`src/rtl/attr_interpolator.sv`:
```
// attr_interpolator: walks a 2^TILE_BITS x 2^TILE_BITS tile in raster order
// and emits c + x*dadx + y*dady per channel, using running adders only.
//
// Ports:
//   clk, rst            clock, asynchronous active-high reset
//   in_valid/in_ready   plane-equation handshake (in_c, in_dadx, in_dady)
//   in_c                per-channel value at pixel (0,0), channel k at [k*W +: W]
//   in_dadx, in_dady    per-channel x and y steps, same packing
//   out_valid/out_ready pixel handshake
//   out_x, out_y        pixel coordinate within the tile
//   out_attr            interpolated values, same packing as in_c
//   out_last            current pixel is the final (max,max) pixel
//   busy                a tile walk is in progress
module attr_interpolator #(
   parameter int CHANNELS  = 3,
   parameter int W         = 27,
   parameter int TILE_BITS = 5
) (
   input  logic                    clk,
   input  logic                    rst,
   input  logic                    in_valid,
   output logic                    in_ready,
   input  logic [CHANNELS*W-1:0]   in_c,
   input  logic [CHANNELS*W-1:0]   in_dadx,
   input  logic [CHANNELS*W-1:0]   in_dady,
   output logic                    out_valid,
   input  logic                    out_ready,
   output logic [TILE_BITS-1:0]    out_x,
   output logic [TILE_BITS-1:0]    out_y,
   output logic [CHANNELS*W-1:0]   out_attr,
   output logic                    out_last,
   output logic                    busy
);

   localparam int CW = CHANNELS * W;
   localparam logic [TILE_BITS-1:0] MAXC = '1;
   localparam logic [TILE_BITS-1:0] ONE = {{(TILE_BITS-1){1'b0}}, 1'b1};
   localparam logic [TILE_BITS-1:0] PENULT = MAXC - ONE;

   typedef enum logic {IDLE, WALK} state_t;

   state_t        state;
   logic [CW-1:0] dadx_q;
   logic [CW-1:0] dady_q;
   logic [CW-1:0] row_q;
   logic [CW-1:0] step_x;
   logic [CW-1:0] step_y;
   logic          out_xfer;
   logic          in_xfer;
   logic          x_end;
   logic          y_end;

   // Per-channel adders; each W-bit sum wraps on its own so
   // no carry ever crosses into a neighbouring channel.
   always_comb begin
      step_x = '0;
      step_y = '0;
      for (int k = 0; k < CHANNELS; k++) begin
         step_x[k*W +: W] = out_attr[k*W +: W] + dadx_q[k*W +: W];
         step_y[k*W +: W] = row_q[k*W +: W] + dady_q[k*W +: W];
      end
   end

   assign out_xfer = out_valid && out_ready;
   assign x_end    = (out_x == MAXC);
   assign y_end    = (out_y == MAXC);

   // A new set can be taken while the final pixel leaves, so
   // back-to-back tiles run without an idle cycle.
   assign in_ready = (state == IDLE) || (out_xfer && out_last);
   assign in_xfer  = in_valid && in_ready;

   always_ff @(posedge clk or posedge rst) begin
      if (rst) begin
         state     <= IDLE;
         dadx_q    <= '0;
         dady_q    <= '0;
         row_q     <= '0;
         out_attr  <= '0;
         out_x     <= '0;
         out_y     <= '0;
         out_valid <= 1'b0;
         out_last  <= 1'b0;
         busy      <= 1'b0;
      end else if (in_xfer) begin
         state     <= WALK;
         dadx_q    <= in_dadx;
         dady_q    <= in_dady;
         row_q     <= in_c;
         out_attr  <= in_c;
         out_x     <= '0;
         out_y     <= '0;
         out_valid <= 1'b1;
         out_last  <= (MAXC == '0);
         busy      <= 1'b1;
      end else if (out_xfer) begin
         if (!x_end) begin
            out_x    <= out_x + ONE;
            out_attr <= step_x;
            // Registered look-ahead: next pixel is last when it
            // lands on column max of the last row.
            out_last <= y_end && (out_x == PENULT);
         end else if (!y_end) begin
            out_x    <= '0;
            out_y    <= out_y + ONE;
            row_q    <= step_y;
            out_attr <= step_y;
            out_last <= (MAXC == '0) && (out_y == PENULT);
         end else begin
            state     <= IDLE;
            out_valid <= 1'b0;
            out_last  <= 1'b0;
            busy      <= 1'b0;
         end
      end
   end

endmodule

```
`config.mk`:
```
export PLATFORM = sky130hd
export DESIGN_NAME = attr_interpolator
export DESIGN_NICKNAME = d
export VERILOG_FILES = /design/src/rtl/attr_interpolator.sv
export SDC_FILE = /design/constraint.sdc
export NUM_CORES = 1
export LEC_CHECK = 0
export ABC_CLOCK_PERIOD_IN_PS = 23900
export BUFFER_PORTS_ARGS = -buffer_cell sky130_fd_sc_hd__buf_2
export CAP_MARGIN = 25
export CORE_ASPECT_RATIO = 0.8
export CORE_MARGIN = 2
export CORE_UTILIZATION = 63
export CTS_CLUSTER_DIAMETER = 100
export DETAILED_ROUTE_END_ITERATION = 10
export PLACE_DENSITY = 0.85
export SYNTH_ARGS = -nofsm -noshare
export SYNTH_HDL_FRONTEND = slang
export SYNTH_SLANG_ARGS = --single-unit
export TNS_END_PERCENT = 5
```
`constraint.sdc`:
```
create_clock -name clk -period 23.9 [get_ports clk]
set_input_delay 1.195 -clock clk [delete_from_list [all_inputs] [get_ports clk]]
set_output_delay 1.195 -clock clk [all_outputs]
set_load 0.1 [all_outputs]
```
==> results of run 1 <==
cells by family (layout without fill, tap and decap cells):
family,count (synthesis),after routing
AOI/OAI and AO/OA,723,723
xor gates and xnor gates,137,137
adders and majority gates,167,167
buffers and inverters,169,477
DFF,336,336
muxes,15,15
other,0,1
and+or+nand+nor,1120,1120
state kept, by name (all words and copies together), names as in the netlist:
| name | count |
|---|---|
| dadx_q | 81 |
| state | 1 |
| dady_q | 81 |
| row_q | 81 |
| out_attr | 81 |
| out_x | 5 |
| out_last | 1 |
| out_y | 5 |
final cells by class:
cell class,instances,area share [%]
flip-flops and latches,336,33.5
multi-input cells,2162,51.0
repair buffers,363,7.68
clock buffers,57,4.43
inverters,49,0.762
diodes,1,0.00997
clock inverters,8,0.309
well taps,465,2.32
routing by layer:
metal | track usage [%] | part of all wire, % | vias to the layer above
met1 | 53.7 | 42 | 10200
met4 | 15.2 | 3.9 | 0
met3 | 7.97 | 10 | 192
met2 | 58.4 | 44 | 1128
met5 | 0 | 0 | -
li1 | - | - | 9873
power groups by stage:
stage / logic (mW) / clock network, mW / registers, mW
2_1_floorplan: 1.70 / 0 / 1.45
3_3_place_gp: 2.69 / 0 / 0.998
3_5_place_dp: 2.75 / 0 / 1.00
4_1_cts: 2.78 / 0.579 / 0.998
5_1_grt: 3.06 / 0.604 / 1.02
6_report: 2.82 / 0.581 / 1.01
worst max-delay path by stage:
stage / startpoint / cells past startpoint / slack [ns] / end
finish: out_x[0] / 10 / 19.47 / row_q[52]
CTS: out_ready / 11 / 19.62 / out_attr[60]
floorplan: rst / 1 / 13.40 / dadx_q[0]
global placement: out_ready / 11 / 19.17 / out_attr[60]
global route: out_x[0] / 10 / 19.35 / row_q[52]
detailed placement: out_ready / 11 / 19.07 / out_attr[60]
cells in the final DEF, fill, tap and decap left out, types with 19 or more instances in the layout:
cell,n
clkbuf_16,39
nor2_1,191
o21ai_0,146
buf_2,341
and3_1,19
o31ai_1,24
nor3_1,28
dfrtp_1,336
xor2_1,56
inv_1,47
a211oi_1,47
a31oi_1,49
xnor2_1,80
nor2b_1,24
ha_1,160
o21ai_1,23
a21o_1,72
nand2b_1,23
nand3_1,33
o22ai_1,19
nand2_1,742
a21oi_1,196
worst reg2reg max path: cells and delay by family (launching register included):
family / cells / cell delay, ns
adder cells (fa/ha/maj): 2 / 0.39
flip-flops: 1 / 0.42
buffers and inverters: 3 / 1.56
AND/OR/NAND/NOR: 5 / 1.98
through the flow:
stage	setup WS [ns]	cells	utilization [%]
global placement	19.17	3372	70.4
finish	19.47	3441	74.2
CTS	19.62	3438	74.0
global route	19.35	3441	74.2
floorplan	13.40	2667	-
detailed placement	19.07	3373	70.5
==> results.md, run 1 <==
* CTS Buffer Depth at 3
* Sequential element share of the synthesized area at 38.5%
* Filler cell count at approximately 2600
* Main synth FF type: dfrtp_1
* Tot GR Track Use at 38.3%
* Fin. max-slew vios at 0
* Reg-to-reg slack, setup at 19.47 ns
* Delay-heaviest family, CP: simple AND/OR/NAND/NOR gates
* H-tree levels at 2
* Worst r2r src: out_x[0]
* CTS Hold Bufs at 0
* Skew-Pair Late Insertion Delay at 0.55 ns
* Logic pwr share at 64.0%
* Kind of critical path: register to register
* Routed wire length at 69.6 mm
* DIE HEIGHT at 171 um
* Worst Setup End Kind: register
* Core Region at 0.0339 sq mm
* Area grow syn2layout at 15.0%
* Max-cap violation count at 0
* Initial Util at 64.5%
* CTS clk-pin slew, worst paths at approximately 0.060 ns
* Fmax achieved at approximately 230 MHz
* Post-Layout Inst Area at 0.0251 sq mm
* Hold Vio Cnt, Final at 0
* NetSw at 2.30 mW
* Largest stage delay on the critical path at 0.86 ns
* Crit-path slowest cell: nor2_1
* Pwr/cell area at 175 mW/mm^2
* Worst-path maximum fanout at 64
* Gpl congestion at 0.995
* Via-to-Cell Ratio at 6.22
* Syn_nets at 3081
* Fin Setup TNS at 0 ns
* Synth top cells by count: nand2_1 (743), dfrtp_1 (336), a21oi_1 (197)
* Worst min-delay path startpoint: dadx_q[40]
* Synthesized area per cell at around 8 sq um
* Buffers & Inverters on Critical Path at 3
* Synth Area in Simple Gates at 21.2%
* Synth area leader: dfrtp_1
* CTS root buffer: clkbuf_16
* Slew margin rel. at 28.6%
* Initial antenna violation count at 1
* Largest family of logic cells by synthesized area: compound AO/OA/AOI/OAI gates
* Dpl cell area at 0.0239 sq mm
* Sequential cell area at about 0.0084 sq mm
* Io pins at 342
* Worst path cell trace: ha_1, and3_1, ha_2, buf_4, inv_2, or3_2, buf_4, nor2_1, nand2_1, nand3_1
* Netlist cell types at 81
* # setup viols final at 0
* Post-DRT Antenna Nets at 0
* TritonCTS Buffers at 37
* Routed via count at 21400
* Worst Hold Endpoint: dadx_q[40]
* RR Endpoint: row_q[52]
* DR WL/cell at between 20 and 25 um
* Tcrit/Tclk final at 18.5%
* Synthesized instance count at roughly 2700
* Final min period at 4.43 ns
* Sw Ratio at 52.2%
* Power share of the clock group at 13.2%
* Sequential power share at 22.9%
* # rows at 60
* Status: finished, final reports clean
* First-pass GRT wire length at 109 mm
* Critical Path RT at ~24 ns
* Ys async rst share at 100%
* Largest net degree at the start of global routing at 154
* Post-Synth XOR/XNOR Area at approximately 5.6%
* Vias in the first global route at just over 20000
* DPL Wire Length at 50.0 mm
* Total Power at 4.41 mW
* Die area at 0.0362 sq mm
* Hold slack at 0.481 ns
* CP Launch Type: register
* Synth Register Bits at ~340
* Most common cell on crit path: buf_4
* CTS tree: built
* Clock Skews at between 0.02 and 0.025 ns
* Synth Area in Compound Gates at 21.2%
* Count leader, synth: nand2_1
* First-pass DRT Iterations at 6
* WHS Path Cells at 2
* Peak VDD IR at 0.126 mV
* Postcts setup bufs at 0
* Post-synth top area share at approximately two fifths
* Mux share of post-synthesis cell area at 0.705%
* Cell Area, Synth at approximately 0.022 sq mm
* Layout cells sized above 1 at 15.4%
* Worst hold-check path type: register to register
* Post-synth EDFFs at 0
* # resized after CTS at 0
* Adder-Cell Fraction of Synth Area at 9.78%
* Sink Count at 336
* YS warnings at 0
* RSZ-0062 raised after global routing: false
* Initial drt markers at roughly 2300
* Post-route DRC at 0
* Die Wd at between 200 and 250 um
* GR Overflow Total at 0
* Synth top area cells: dfrtp_1 (39%), nand2_1 (13%), ha_1 (9.2%)
* Internal power at about 2.1 mW
* Port buffer count at 341
* FF-to-FF path depth at 10
* Area of the multi-input gates at 0.0128 sq mm
* Pleak at 12.6 nW
* Slew @ Worst Pin at 1.07 ns
* CP Data Arrival Time at 4.89 ns
* Nets at 3363
Note: power is estimated with default switching activity, not from simulation.
==> run 2: changes to the inputs <==
--- a/config.mk
+++ b/config.mk
@@ -5,15 +5,15 @@
 export SDC_FILE = /design/constraint.sdc
 export NUM_CORES = 1
 export LEC_CHECK = 0
-export ABC_CLOCK_PERIOD_IN_PS = 23900
+export ABC_CLOCK_PERIOD_IN_PS = 4000
 export BUFFER_PORTS_ARGS = -buffer_cell sky130_fd_sc_hd__buf_2
 export CAP_MARGIN = 25
 export CORE_ASPECT_RATIO = 0.8
 export CORE_MARGIN = 2
-export CORE_UTILIZATION = 63
+export CORE_UTILIZATION = 53
 export CTS_CLUSTER_DIAMETER = 100
 export DETAILED_ROUTE_END_ITERATION = 10
-export PLACE_DENSITY = 0.85
+export PLACE_DENSITY = 0.76
 export SYNTH_ARGS = -nofsm -noshare
 export SYNTH_HDL_FRONTEND = slang
 export SYNTH_SLANG_ARGS = --single-unit
==> constraint.sdc (replaced) <==
create_clock -name clk -period 4 [get_ports clk]
set_input_delay 0.2 -clock clk [delete_from_list [all_inputs] [get_ports clk]]
set_output_delay 0.2 -clock clk [all_outputs]
set_load 0.1 [all_outputs]
==> run 2 against run 1 <==
Clock skew shrank 0.0029 ns. Cell area grew 10%. Core utilization shrank 6.2 points. Hold slack lost 0.46 ns. Sequential share of layout area shrank 3.1 points. Critical endpoint is now out_attr[26]. Combinational power grew to 6.1 times the previous value. Sequential cell count is the same. Critical path depth grew 4. Global-route usage shrank 3.6 points. Via count grew 4.0%. First-iteration DRC count shrank 6.3%. Clock power grew to 6.4 times the previous value.
==> results.md, run 2 (synthesis results as in run 1) <==
* Status: finished, final reports clean (unchanged)
* CP Launch Type: register (unchanged)
* Post-route DRC at 0 (unchanged)
* Most common cell after layout, fill and taps aside: nand2_1 (unchanged)
* First-pass DRT Iterations at 6 (unchanged)
* # resized after CTS at 0 (unchanged)
* Kind of critical path: register to register (unchanged)
* DPL Wire Length at 51.3 mm (was 50.0 mm)
* Crit-path slowest cell: o31ai_1 (was nor2_1)
* Via-to-Cell Ratio at 5.93 (was 6.22)
* Hold Vio Cnt, Final at 0 (unchanged)
* Post-DRT Antenna Nets at 0 (unchanged)
* Pwr/cell area at 967 mW/mm^2 (was 175 mW/mm^2)
* Peak VDD IR at 0.637 mV (was 0.126 mV)
* CTS tree: built (unchanged)
* Initial Util at 53.7% (was 64.5%)
* Worst-path maximum fanout at 5 (was 64)
* Slew @ Worst Pin at 1.03 ns (was 1.07 ns)
* CTS clk-pin slew, worst paths at 0.06 ns (about the same)
* GR Overflow Total at 0 (unchanged)
* Sink Count at 336 (unchanged)
* Total Power at 26.7 mW (was 4.41 mW)
* Area grow syn2layout at 26.6% (was 15.0%)
* Die Wd at 231 um (was 212 um)
* Initial antenna violation count at 3 (was 1)
* Nets at 3596 (was 3363)
* TritonCTS Buffers at 38 (was 37)
* H-tree levels at 2 (unchanged)
* CTS Buffer Depth at 3 (unchanged)
* Tcrit/Tclk final at 87.4% (was 18.5%)
* Routed wire length at 74.9 mm (was 69.6 mm)
* Vias in the first global route at 22000 (was 20300)
* Filler cell count at 3228 (was 2599)
* Gpl congestion at 0.965 (was 0.995)
* CTS Hold Bufs at 222 (was 0)
* Fmax achieved at 286 MHz (was 226 MHz)
* Pleak at 13.6 nW (was 12.6 nW)
* DIE HEIGHT at 186 um (was 171 um)
* Layout cells sized above 1 at 14.7% (was 15.4%)
* Io pins at 342 (unchanged)
* Slew margin rel. at 31.5% (was 28.6%)
* Clock Skews at 0.0185 ns (was 0.0214 ns)
* RSZ-0062 raised after global routing: false (unchanged)
* Worst path cell trace: ha_1, inv_1, fa_1, nor2b_1, o31ai_1, a22oi_1, buf_4, a21oi_1, o21ai_1, a221oi_1, xnor2_1, nand3b_1, a31oi_1, a221o_1 (was ha_1, and3_1, ha_2, buf_4, inv_2, or3_2, buf_4, nor2_1, nand2_1, nand3_1)
* Postcts setup bufs at 0 (unchanged)
* Tot GR Track Use at 34.7% (was 38.3%)
* Final min period at 3.49 ns (was 4.43 ns)
* Max-cap violation count at 0 (unchanged)
* Routed via count at 22300 (was 21400)
* Initial drt markers at 2151 (was 2296)
* Skew-Pair Late Insertion Delay at 0.55 ns (about the same)
* CP Data Arrival Time at 3.92 ns (was 4.89 ns)
* Largest net degree at the start of global routing at 106 (was 154)
* Dpl cell area at 0.0241 sq mm (was 0.0239 sq mm)
* Core Region at 0.0406 sq mm (was 0.0339 sq mm)
* Port buffer count at 341 (unchanged)
* First-pass GRT wire length at 117 mm (was 109 mm)
* # setup viols final at 0 (unchanged)
* Most frequent cells in the layout: nand2_1 (741), buf_2 (341), dfrtp_1 (336), dlygate4sd3_1 (222), a21oi_1 (196) (was nand2_1 (742), buf_2 (341), dfrtp_1 (336), a21oi_1 (196), nor2_1 (191))
* Hold slack at 0.0254 ns (was 0.481 ns)
* Worst Setup End Kind: register (unchanged)
* Worst hold-check path type: input port to register (was register to register)
* Largest stage delay on the critical path at 0.45 ns (was 0.86 ns)
* Die area at 0.0429 sq mm (was 0.0362 sq mm)
* Post-Layout Inst Area at 0.0276 sq mm (was 0.0251 sq mm)
* # rows at 66 (was 60)
* Critical Path RT at 4.43 ns (was 24.37 ns)
* Fin. max-slew vios at 0 (unchanged)
* DR WL/cell at 19.9 um (was 20.2 um)
* CTS root buffer: clkbuf_16 (unchanged)
-- run 2: changes by cell type in the layout (fill, tap and decap cells not counted), sizes merged --
cell         delta
inv             -3
clkinvlp        +1
dlygate4sd3   +222
buf            +10
bufinv          +2
clkbuf          +4
-- run 2: per-stage QoR --
stage | setup slack, ns | util, % | cells | setup TNS, ns
CTS | 0.613 | 68.0 | 3755 | 0
floorplan | -0.691 | - | 2667 | -232.04
finish | 0.506 | 68.0 | 3756 | 0
global route | 0.347 | 68.0 | 3755 | 0
global placement | 0.710 | 59.3 | 3464 | 0
detailed placement | 0.624 | 59.3 | 3464 | 0
-- run 2: power by group --
group / internal, mW / switching, mW / leakage (nW)
registers: 4.77 / 1.13 / 4.04
logic: 6.01 / 11.1 / 8.94
clock network: 2.25 / 1.47 / 0.647
total: 13.0 / 13.7 / 13.6
-- run 2: layer usage --
layer / share of wire [%] / global-route usage [%]
met5: 0.017 / 0
met4: 4.4 / 15.5
met3: 8.9 / 6.13
met2: 44 / 54.6
met1: 42 / 47.0
-- run 2: final timing paths --
check / from / endpoint / slack (ns) / depth (start not counted)
hold reg to reg: dadx_q[62] / dadx_q[62] / 0.48 / 2
setup / recovery: dady_q[0] / out_attr[26] / 0.51 / 14
setup reg to reg: dady_q[0] / out_attr[26] / 0.51 / 14
min in group asynchronous: rst / dadx_q[7] / 0.38 / 3
hold / removal: in_c[10] / row_q[10] / 0.03 / 3
max in group asynchronous: rst / dadx_q[33] / 2.56 / 4
-- run 2: layout make-up --
cell class,count,area [sq um],area share [%]
inverter,49,188,0.679
multi-input combinational,2162,12800,46.4
clock inverter,8,118,0.426
antenna,1,2.50,0.00906
tap,544,681,2.46
sequential,336,8410,30.4
timing repair buffer,595,4220,15.3
clock buffer,61,1200,4.35
-- run 2: worst max-delay path, delay by kind of cell, from the launching register on --
family                     cells  cell delay [ns]
AOI/OAI and AO/OA              7             1.87
adders and majority gates      2             0.44
DFF                            1             0.38
buffers and inverters          2             0.26
and+or+nand+nor                2             0.22
xor gates and xnor gates       1             0.20
==> run 3: changes to the inputs <==
--- a/config.mk
+++ b/config.mk
@@ -13,7 +13,8 @@
 export CORE_UTILIZATION = 53
 export CTS_CLUSTER_DIAMETER = 100
 export DETAILED_ROUTE_END_ITERATION = 10
-export PLACE_DENSITY = 0.76
+export HOLD_SLACK_MARGIN = 0.15
+export PLACE_DENSITY = 0.75
 export SYNTH_ARGS = -nofsm -noshare
 export SYNTH_HDL_FRONTEND = slang
 export SYNTH_SLANG_ARGS = --single-unit
==> run 3 against run 2 <==
First-iteration DRC count decreased by 8.2%. Core utilization increased by 0.72 points. Combinational power about the same. Fmax increased by 0.54%. Clock skew about the same. Sequential share of layout area decreased by 0.32 points. Wire length decreased by 0.32%. Cell area increased by 1.1%. Via count decreased by 0.21%. Sequential cell count unchanged. Hold slack improved by 0.19 ns.
==> results.md, run 3 (synthesis results as in run 1) <==
* Status: finished, final reports clean (unchanged)
* Final min period at 3.48 ns (was 3.49 ns)
* Tcrit/Tclk final at 86.9% (was 87.4%)
* Via-to-Cell Ratio at 5.88 (was 5.93)
* CTS tree: built (unchanged)
* # resized after CTS at 0 (unchanged)
* Clock Skews at 0.0189 ns (was 0.0185 ns)
* Worst path cell trace: ha_1, inv_1, fa_1, nor2b_1, o31a_1, o22a_1, a31oi_1, o21ai_1, nand2_1, o311ai_1, xor2_1, o21ai_1, a221o_1 (was ha_1, inv_1, fa_1, nor2b_1, o31ai_1, a22oi_1, buf_4, a21oi_1, o21ai_1, a221oi_1, xnor2_1, nand3b_1, a31oi_1, a221o_1)
* Largest net degree at the start of global routing at 151 (was 106)
* Skew-Pair Late Insertion Delay at 0.55 ns (about the same)
* Delay-heaviest family, CP: compound AO/OA/AOI/OAI gates (unchanged)
* Port buffer count at 341 (unchanged)
* CTS clk-pin slew, worst paths at 0.07 ns (was 0.06 ns)
* Routed via count at 22200 (was 22300)
* CP Data Arrival Time at 3.90 ns (was 3.92 ns)
* FF-to-FF path depth at 13 (was 14)
* Crit-path slowest cell: fa_1 (was o31ai_1)
* RSZ-0062 raised after global routing: false (unchanged)
* Setup slack after layout at 0.525 ns (was 0.506 ns)
* Area of the multi-input gates at 0.0128 sq mm (about the same)
* Peak VDD IR at 0.872 mV (was 0.637 mV)
* First-pass GRT wire length at 117 mm (about the same)
* Dpl ws at 0.627 ns (was 0.624 ns)
* TritonCTS Buffers at 38 (unchanged)
* Hold Vio Cnt, Final at 0 (unchanged)
* DR WL/cell at 19.7 um (was 19.9 um)
* Most common cell after layout, fill and taps aside: nand2_1 (unchanged)
* Nets at 3618 (was 3596)
* Worst r2r src: out_attr[0] (was dady_q[0])
* Worst min-delay path startpoint: in_c[65] (was in_c[10])
* Worst-path maximum fanout at 4 (was 5)
* CTS root buffer: clkbuf_16 (unchanged)
* CTS Hold Bufs at 245 (was 222)
* Most common cell on crit path: o21ai_1
* # rows at 66 (unchanged)
* Hold slack at 0.215 ns (was 0.0254 ns)
* First-pass DRT Iterations at 7 (was 6)
* CP Launch Type: register (unchanged)
* Filler cell count at 3255 (was 3228)
* Kind of critical path: register to register (unchanged)
* Vias in the first global route at 21800 (was 22000)
* Reg-to-reg slack, setup at 0.52 ns (was 0.51 ns)
* Pleak at 13.7 nW (was 13.6 nW)
* Largest stage delay on the critical path at 0.38 ns (was 0.45 ns)
* Routed wire length at 74.6 mm (was 74.9 mm)
* CTS Buffer Depth at 3 (unchanged)
* Area grow syn2layout at 27.9% (was 26.6%)
* Slew @ Worst Pin at 0.950 ns (was 1.03 ns)
* Post-DRT Antenna Nets at 0 (unchanged)
* Postcts setup bufs at 0 (unchanged)
* Post-route DRC at 0 (unchanged)
* Sequential cell area at 0.00841 sq mm (unchanged)
* Worst Hold Endpoint: row_q[65] (was row_q[10])
* GR Overflow Total at 0 (unchanged)
* Fin. max-slew vios at 0 (unchanged)
* Final std cells w/o fill at 3780 (was 3756)
* DIE HEIGHT at 186 um (unchanged)
* Die Wd at 231 um (unchanged)
* Tot GR Track Use at 34.3% (was 34.7%)
* RR Endpoint: out_attr[26] (unchanged)
* DPL Wire Length at 50.0 mm (was 51.3 mm)
* Io pins at 342 (unchanged)
* Sink Count at 336 (unchanged)
* Worst Setup End Kind: register (unchanged)
* Most frequent cells in the layout: nand2_1 (741), buf_2 (341), dfrtp_1 (336), dlygate4sd3_1 (245), a21oi_1 (196) (was nand2_1 (741), buf_2 (341), dfrtp_1 (336), dlygate4sd3_1 (222), a21oi_1 (196))
* Buffers & Inverters on Critical Path at 1 (was 2)
* Critical Path RT at 4.42 ns (was 4.43 ns)
* Placed cell count at 3463 (was 3464)
* Core Region at 0.0406 sq mm (unchanged)
* Initial Util at 53.7% (unchanged)
* Pwr/cell area at 959 mW/mm^2 (was 967 mW/mm^2)
* Die area at 0.0429 sq mm (unchanged)
* Layout cells sized above 1 at 14.7% (about the same)
* WHS Path Cells at 4 (was 3)
* H-tree levels at 2 (unchanged)
* Worst hold-check path type: input port to register (unchanged)
* Max-cap violation count at 0 (unchanged)
* Slew margin rel. at 36.4% (was 31.5%)
* Fmax achieved at 288 MHz (was 286 MHz)
* # setup viols final at 0 (unchanged)
* Initial antenna violation count at 4 (was 3)
* Gpl congestion at 0.993 (was 0.965)
* Total Power at 26.8 mW (was 26.7 mW)
* Fin Setup TNS at 0 ns (unchanged)
* Initial drt markers at 1975 (was 2151)
-- run 3: cell count changes in the layout (fill, tap and decap cells not counted), moves of 3 or more --
cell | previous run | this run
clkbuf_1 | 10 | 6
dlygate4sd3_1 | 222 | 245
clkinv_2 | 4 | 7
diode_2 | 1 | 4
buf_4 | 28 | 25
-- run 3: per-stage QoR --
step / utilization (%) / cell area (sq um)
3_3_place_gp: 59.3 / 24100
4_1_cts: 68.7 / 27900
2_1_floorplan: - / 21800
5_1_grt: 68.7 / 27900
6_report: 68.7 / 27900
3_5_place_dp: 59.3 / 24100
-- run 3: area by class of cell --
type / instances / share of cell area [%]
Antenna cell: 4 / 0.0358
Clock buffer: 55 / 4.15
Clock inverter: 13 / 0.690
Inverter: 49 / 0.672
Multi-Input combinational cell: 2162 / 45.9
Sequential cell: 336 / 30.1
Tap cell: 544 / 2.44
Timing Repair Buffer: 617 / 16.0
-- run 3: routing by layer --
metal  track usage (%)  vias to the layer above  part of all wire [%]
met2              55.9                      967                    46
met5                 0                        -                     0
met4              14.3                        0                   4.3
met1              46.4                    10700                    43
met3              4.63                      208                   6.6
li1                  -                    10400                     -
-- run 3: worst max path at each step --
stage / startpoint / slack (ns) / cells past startpoint / to
after floorplan: rst / -0.69 / 1 / dadx_q[0]
after global placement: out_attr[0] / 0.75 / 13 / out_attr[26]
after detailed placement: out_attr[0] / 0.63 / 13 / out_attr[26]
after CTS: out_attr[0] / 0.59 / 13 / out_attr[26]
after global routing: out_attr[0] / 0.28 / 13 / out_attr[26]
final: out_attr[0] / 0.52 / 13 / out_attr[26]
-- run 3: power breakdown --
part	internal [mW]	switching, mW
Combinational	6.01	11.0
Sequential	4.77	1.14
Clock	2.33	1.50
-- run 3: worst min-delay path: stages --
cell,delay (ns)
buf_2,0.13
nor2_1,0.15
a211oi_1,0.07
a21o_1,0.15
